==> src/rtl/multi_port_reservation_station.sv <==
// Reservation station with multi-port operand wake-up, same-cycle allocation bypass and
// oldest-ready issue. take and output both follow valid/ready: a transfer happens on a
// rising edge where valid and ready are both high; ready never depends on its own valid.
module multi_port_reservation_station #(
  parameter int  OPERANDS     = 2,
  parameter int  RS_OFFSET    = 0,
  parameter int  RS_DEPTH     = 8,
  parameter int  RS_ID_WIDTH  = 5,
  parameter int  UPDATE_PORTS = 2,
  parameter int  VALUE_WIDTH  = 32,
  parameter type CONTROL_TYPE = logic [7:0],
  localparam int OCC_W        = $clog2(RS_DEPTH + 1),
  localparam int IDX_W        = (RS_DEPTH > 1) ? $clog2(RS_DEPTH) : 1
) (
  input  logic                                    clk,
  input  logic                                    rst,
  input  logic                                    take_valid,
  output logic                                    take_ready,
  input  logic [OPERANDS-1:0]                     op_value_valid_in,
  input  logic [OPERANDS-1:0][RS_ID_WIDTH-1:0]    op_rs_id_in,
  input  logic [OPERANDS-1:0][VALUE_WIDTH-1:0]    op_value_in,
  input  CONTROL_TYPE                             control_in,
  output logic [RS_ID_WIDTH-1:0]                  id_taken,
  input  logic [UPDATE_PORTS-1:0]                 update_valid,
  input  logic [UPDATE_PORTS-1:0][RS_ID_WIDTH-1:0] update_rs_id_in,
  input  logic [UPDATE_PORTS-1:0][VALUE_WIDTH-1:0] update_value_in,
  input  logic                                    flush,
  output logic                                    output_valid,
  input  logic                                    output_ready,
  output logic [OPERANDS-1:0][VALUE_WIDTH-1:0]    op_value_out,
  output CONTROL_TYPE                             control_out,
  output logic [RS_ID_WIDTH-1:0]                  output_rs_id,
  output logic [OCC_W-1:0]                        occupancy
);

  logic [RS_DEPTH-1:0]                     busy_q, busy_d;
  logic [OPERANDS-1:0]                     vld_q [RS_DEPTH];
  logic [OPERANDS-1:0]                     vld_d [RS_DEPTH];
  logic [OPERANDS-1:0][VALUE_WIDTH-1:0]    val_q [RS_DEPTH];
  logic [OPERANDS-1:0][VALUE_WIDTH-1:0]    val_d [RS_DEPTH];
  logic [OPERANDS-1:0][RS_ID_WIDTH-1:0]    tag_q [RS_DEPTH];
  logic [OPERANDS-1:0][RS_ID_WIDTH-1:0]    tag_d [RS_DEPTH];
  CONTROL_TYPE                             ctrl_q [RS_DEPTH];
  CONTROL_TYPE                             ctrl_d [RS_DEPTH];
  // older_q[i][j] set means slot i was accepted before slot j
  logic [RS_DEPTH-1:0]                     older_q [RS_DEPTH];
  logic [RS_DEPTH-1:0]                     older_d [RS_DEPTH];
  logic [OCC_W-1:0]                        occ_q, occ_d;

  logic                 alloc_found;
  logic [IDX_W-1:0]     alloc_idx;
  logic [RS_DEPTH-1:0]  ready;
  logic [RS_DEPTH-1:0]  oldest;
  logic                 sel_found;
  logic [IDX_W-1:0]     sel_idx;
  logic                 take_fire;
  logic                 issue_fire;

  always_comb begin
    alloc_found = 1'b0;
    alloc_idx   = '0;
    for (int i = RS_DEPTH - 1; i >= 0; i--) begin
      if (!busy_q[i]) begin
        alloc_found = 1'b1;
        alloc_idx   = IDX_W'(i);
      end
    end
  end

  always_comb begin
    ready     = '0;
    oldest    = '0;
    sel_found = 1'b0;
    sel_idx   = '0;
    for (int i = 0; i < RS_DEPTH; i++) begin
      ready[i] = busy_q[i] && (&vld_q[i]);
    end
    for (int i = 0; i < RS_DEPTH; i++) begin
      oldest[i] = ready[i];
      for (int j = 0; j < RS_DEPTH; j++) begin
        if (ready[j] && older_q[j][i]) oldest[i] = 1'b0;
      end
    end
    for (int i = RS_DEPTH - 1; i >= 0; i--) begin
      if (oldest[i]) begin
        sel_found = 1'b1;
        sel_idx   = IDX_W'(i);
      end
    end
  end

  assign take_ready   = alloc_found && !flush;
  assign id_taken     = RS_ID_WIDTH'(RS_OFFSET) + RS_ID_WIDTH'(alloc_idx);
  assign output_valid = sel_found && !flush;
  assign op_value_out = output_valid ? val_q[sel_idx] : '0;
  assign control_out  = output_valid ? ctrl_q[sel_idx] : '0;
  assign output_rs_id = output_valid ? (RS_ID_WIDTH'(RS_OFFSET) + RS_ID_WIDTH'(sel_idx)) : '0;
  assign occupancy    = occ_q;

  assign take_fire  = take_valid && take_ready;
  assign issue_fire = output_valid && output_ready;

  always_comb begin
    busy_d  = busy_q;
    vld_d   = vld_q;
    val_d   = val_q;
    tag_d   = tag_q;
    ctrl_d  = ctrl_q;
    older_d = older_q;
    occ_d   = occ_q + OCC_W'(take_fire) - OCC_W'(issue_fire);

    // Descending port scan so the lowest-indexed matching port has the final word.
    for (int i = 0; i < RS_DEPTH; i++) begin
      for (int o = 0; o < OPERANDS; o++) begin
        if (busy_q[i] && !vld_q[i][o]) begin
          for (int p = UPDATE_PORTS - 1; p >= 0; p--) begin
            if (update_valid[p] && (update_rs_id_in[p] == tag_q[i][o])) begin
              vld_d[i][o] = 1'b1;
              val_d[i][o] = update_value_in[p];
            end
          end
        end
      end
    end

    if (issue_fire) busy_d[sel_idx] = 1'b0;

    if (take_fire) begin
      busy_d[alloc_idx]  = 1'b1;
      ctrl_d[alloc_idx]  = control_in;
      tag_d[alloc_idx]   = op_rs_id_in;
      older_d[alloc_idx] = '0;
      for (int j = 0; j < RS_DEPTH; j++) begin
        if (IDX_W'(j) != alloc_idx) older_d[j][alloc_idx] = 1'b1;
      end
      for (int o = 0; o < OPERANDS; o++) begin
        vld_d[alloc_idx][o] = op_value_valid_in[o];
        val_d[alloc_idx][o] = op_value_in[o];
        if (!op_value_valid_in[o]) begin
          for (int p = UPDATE_PORTS - 1; p >= 0; p--) begin
            if (update_valid[p] && (update_rs_id_in[p] == op_rs_id_in[o])) begin
              vld_d[alloc_idx][o] = 1'b1;
              val_d[alloc_idx][o] = update_value_in[p];
            end
          end
        end
      end
    end

    if (flush) begin
      busy_d = '0;
      occ_d  = '0;
    end
  end

  always_ff @(posedge clk or posedge rst) begin
    if (rst) begin
      busy_q <= '0;
      occ_q  <= '0;
      for (int i = 0; i < RS_DEPTH; i++) begin
        vld_q[i]   <= '0;
        val_q[i]   <= '0;
        tag_q[i]   <= '0;
        ctrl_q[i]  <= '0;
        older_q[i] <= '0;
      end
    end else begin
      busy_q  <= busy_d;
      occ_q   <= occ_d;
      vld_q   <= vld_d;
      val_q   <= val_d;
      tag_q   <= tag_d;
      ctrl_q  <= ctrl_d;
      older_q <= older_d;
    end
  end

endmodule

==> config.mk <==
export PLATFORM = sky130hd
export DESIGN_NAME = multi_port_reservation_station
export DESIGN_NICKNAME = d
export VERILOG_FILES = /design/src/rtl/multi_port_reservation_station.sv
export SDC_FILE = /design/constraint.sdc
export NUM_CORES = 2
export LEC_CHECK = 0
export BUFFER_PORTS_ARGS = -buffer_cell sky130_fd_sc_hd__buf_2
export CAP_MARGIN = 5
export CELL_PAD_IN_SITES_DETAIL_PLACEMENT = 1
export CELL_PAD_IN_SITES_GLOBAL_PLACEMENT = 1
export CORE_UTILIZATION = 43
export CTS_CLUSTER_DIAMETER = 80
export DETAILED_ROUTE_END_ITERATION = 16
export MAX_ROUTING_LAYER = met4
export PLACE_DENSITY_LB_ADDON = 0.1
export SLEW_MARGIN = 20
export SYNTH_ARGS = -nofsm -noshare
export SYNTH_HDL_FRONTEND = slang
export SYNTH_SLANG_ARGS = --single-unit
==> constraint.sdc <==
create_clock -name clk -period 23.2 [get_ports clk]
set_input_delay 3.48 -clock clk [delete_from_list [all_inputs] [get_ports clk]]
set_output_delay 3.48 -clock clk [all_outputs]
set_load 0.02 [all_outputs]
==> run summary <==
status - finished clean
drt first pass iters - 6
Post-Synthesis Cell Area - 47900 um^2
initial antenna violation count - 33
RSZ-0062 raised after global routing - false
minimum clock period - 10190 ps
Avg WL per Cell - 36.1 um
DRC violations left - 0
Slew headroom - 0.145
DRT iter0 DRCs - 6952
top layer in use - met4
DR WL met3 - 31400 um
setup TNS - 0 ps
core area - 111000 um^2
final setup vio count - 0
vias in the first global route - 50600
CTS H-tree depth - 3
Cell Pwr Density - 70.2 nW/um^2
Num CTS Buffers - 92
ys async rst share - 1.00
transition time of the tightest slew-check pin - 1280 ps
CTS tree - done
Tot GR Track Use - 0.461
top-count cell post-synth - nand2_1
Worst-path clk slew - 60 ps
Initial Utilization - 0.433
ratio of cells with drive above 1 in the final layout - 0.108
clk buf depth - 3
P&R area growth vs syn - 9.98%
wire length on met2 - 108000 um
Clock Sinks - 748
Root Buffer Master - clkbuf_16
Peak supply drop - 0.0538 mV
top post-synthesis cells by area - dfrtp_1 (39%), mux2i_1 (7.4%), nand2_1 (6.2%)
first-pass GRT wire length - 369000 um
std cell rows - 122
Final period util - 0.439
Critical Path AT - 6710 ps
critical setup path kind - flop to primary output
Post-synth top flop - dfrtp_1
Die Width - 336 um
CP most frequent cell - buf_4
postcts setup bufs - 0
max-slew violation count - 0
most frequent cells after synthesis - nand2_1 (785), dfrtp_1 (748), a21oi_1 (550), clkbuf_1 (533), mux2i_1 (354)
Seq/Total Area, Yosys - 0.391
Fin. Hold Viols - 0
Die Y - 336 um
# resized after CTS - 0
WP data required - 19720 ps
FMAX - 98.2 MHz
HPWL Detailed - 146000 um
max-cap violations - 0
CP cell instances - and3_1, nand2b_1, a2111oi_4, nor4_4, a31oi_4, buf_4, buf_4, buf_4, o2111ai_1, o22ai_1, buf_2
hold crit path type - flop to flop
via/cell ratio - 7.17
largest net degree at the start of global routing - 146
Mean Syn Cell Area - 8.28 um^2
share of the synthesized area in the top cell type - 0.391
Setup Skew - 40.8 ps
number of I/O pins - 253
EDFF count, synth - 0
port bufs - 248
Final Hold Slack - 474 ps
cells on worst reg2reg path - 7
RePlAce Congestion - 0.967
startpoint types - flop
CP peak stage delay - 770 ps
Detail Route Antenna Nets - 0
Leakage - 22.1 nW
NumNets Final - 5708
Remaining Overflow, GRT - 0
worst skew pair latency - 730 ps
met1 wire length - 101000 um
via count - 51100
YS warnings - 0
Hold Path Cell Cnt - 2
CP Max Fanout - 51
Seq cells post-synth - 748
WL final - 257000 um
Synth cell types - 79
CTS Hold Bufs - 0
Critical Path End Type - primary output
CP max-delay cell - buf_4
Yosys top cell by area - dfrtp_1
Gate Count Post-Synth - 5785
Die ar. - 113000 um^2
# fillers - 13000
-- flip-flops by register name, indices dropped and copies added, names as in the netlist, named ones only --
signal and count:
val_q 512, tag_q 80, ctrl_q 64, older_q 52
vld_q 16, busy_q 8, occupancy 4
-- power by group --
group | total, W | internal, W | switching [W]
clock network | 0.00152 | 0.000882 | 0.000639
registers | 0.00154 | 0.00144 | 0.000105
logic | 0.000634 | 0.000199 | 0.000435
-- critical path, delay by kind of cell (launching register included) --
kind / cells / cell delay (ps)
buffers and inverters: 4 / 2470
DFF: 1 / 700
and+or+nand+nor: 3 / 810
AOI/OAI and AO/OA: 4 / 1860
-- per-layer routing --
layer | up-vias | global-route usage
li1 | 20400 | -
met1 | 25800 | 0.580
met2 | 3747 | 0.648
met3 | 1101 | 0.149
met4 | 0 | 0.259
met5 | - | -
-- area by class of cell --
cell class                 instances  area [um^2]  share of cell area
multi-input combinational       4241        26300               0.499
sequential                       748        18700               0.356
clock buffer                     140         2760              0.0525
timing repair buffer             374         2350              0.0446
tap                             1488         1860              0.0354
inverter                          81          308             0.00585
clock inverter                    20          284             0.00539
antenna                           30         75.1             0.00143
-- cells in the final DEF (no fill, tap or decap), types with 21 or more instances in the layout --
cell       netlist  final
and2_1          31     31
o2bb2ai_1      128    128
dfrtp_1        748    748
diode_2          0     30
o21ai_1         28     27
or3_1           62     62
o2111ai_1       66     66
nor2_1         297    288
xor2_1          81     81
clkbuf_1       533     21
o22ai_1         78     78
o211ai_1        32     32
o221ai_1       119    119
buf_2          122    248
clkbuf_16        0     93
a211oi_1       320    320
nand4_1         48     48
o32a_1          72     72
nand2b_1        84     63
nand2_1        785    781
mux2i_1        354    354
nand3b_1        61     61
a21oi_1        550    548
nand3_1        188    174
xnor2_1        102    102
clkbuf_8         0     26
inv_1           72     71
buf_4           16    115
o22a_1          40     40
nor3_1         310    310
o21ai_0        258    258
-- cells by family after synthesis --
| group | count (synthesis) | share of synthesized area |
|---|---|---|
| and+or+nand+nor | 1938 | 0.188 |
| DFF | 748 | 0.391 |
| xor gates and xnor gates | 183 | 0.0335 |
| adders and majority gates | 5 | 0.00146 |
| muxes | 354 | 0.0740 |
| AOI/OAI and AO/OA | 1757 | 0.245 |
| other | 1 | 0.0000783 |
| buffers and inverters | 799 | 0.0673 |
-- stage by stage --
stage,power [W],cells,util,worst slack [ps],instance area [um^2]
final,0.00370,7122,0.476,13010,52600
after global routing,0.00378,7122,0.476,13130,52600
after CTS,0.00366,7089,0.475,13430,52500
after detailed placement,0.00216,6929,0.447,13870,49400
after global placement,0.00214,6928,0.447,13870,49400
after floorplan,0.00191,5788,-,9470,47900
-- worst paths after layout --
kind	from	to	slack (ps)
max	busy_q[5]	op_value_out[43]	13010
min	ctrl_q[48]	ctrl_q[48]	470
max reg2reg	busy_q[5]	val_q[131]	18280
min reg2reg	ctrl_q[48]	ctrl_q[48]	470
max in group asynchronous	rst	val_q[293]	17890
min in group asynchronous	rst	tag_q[63]	3050
Power figures use the tool's default switching activity.
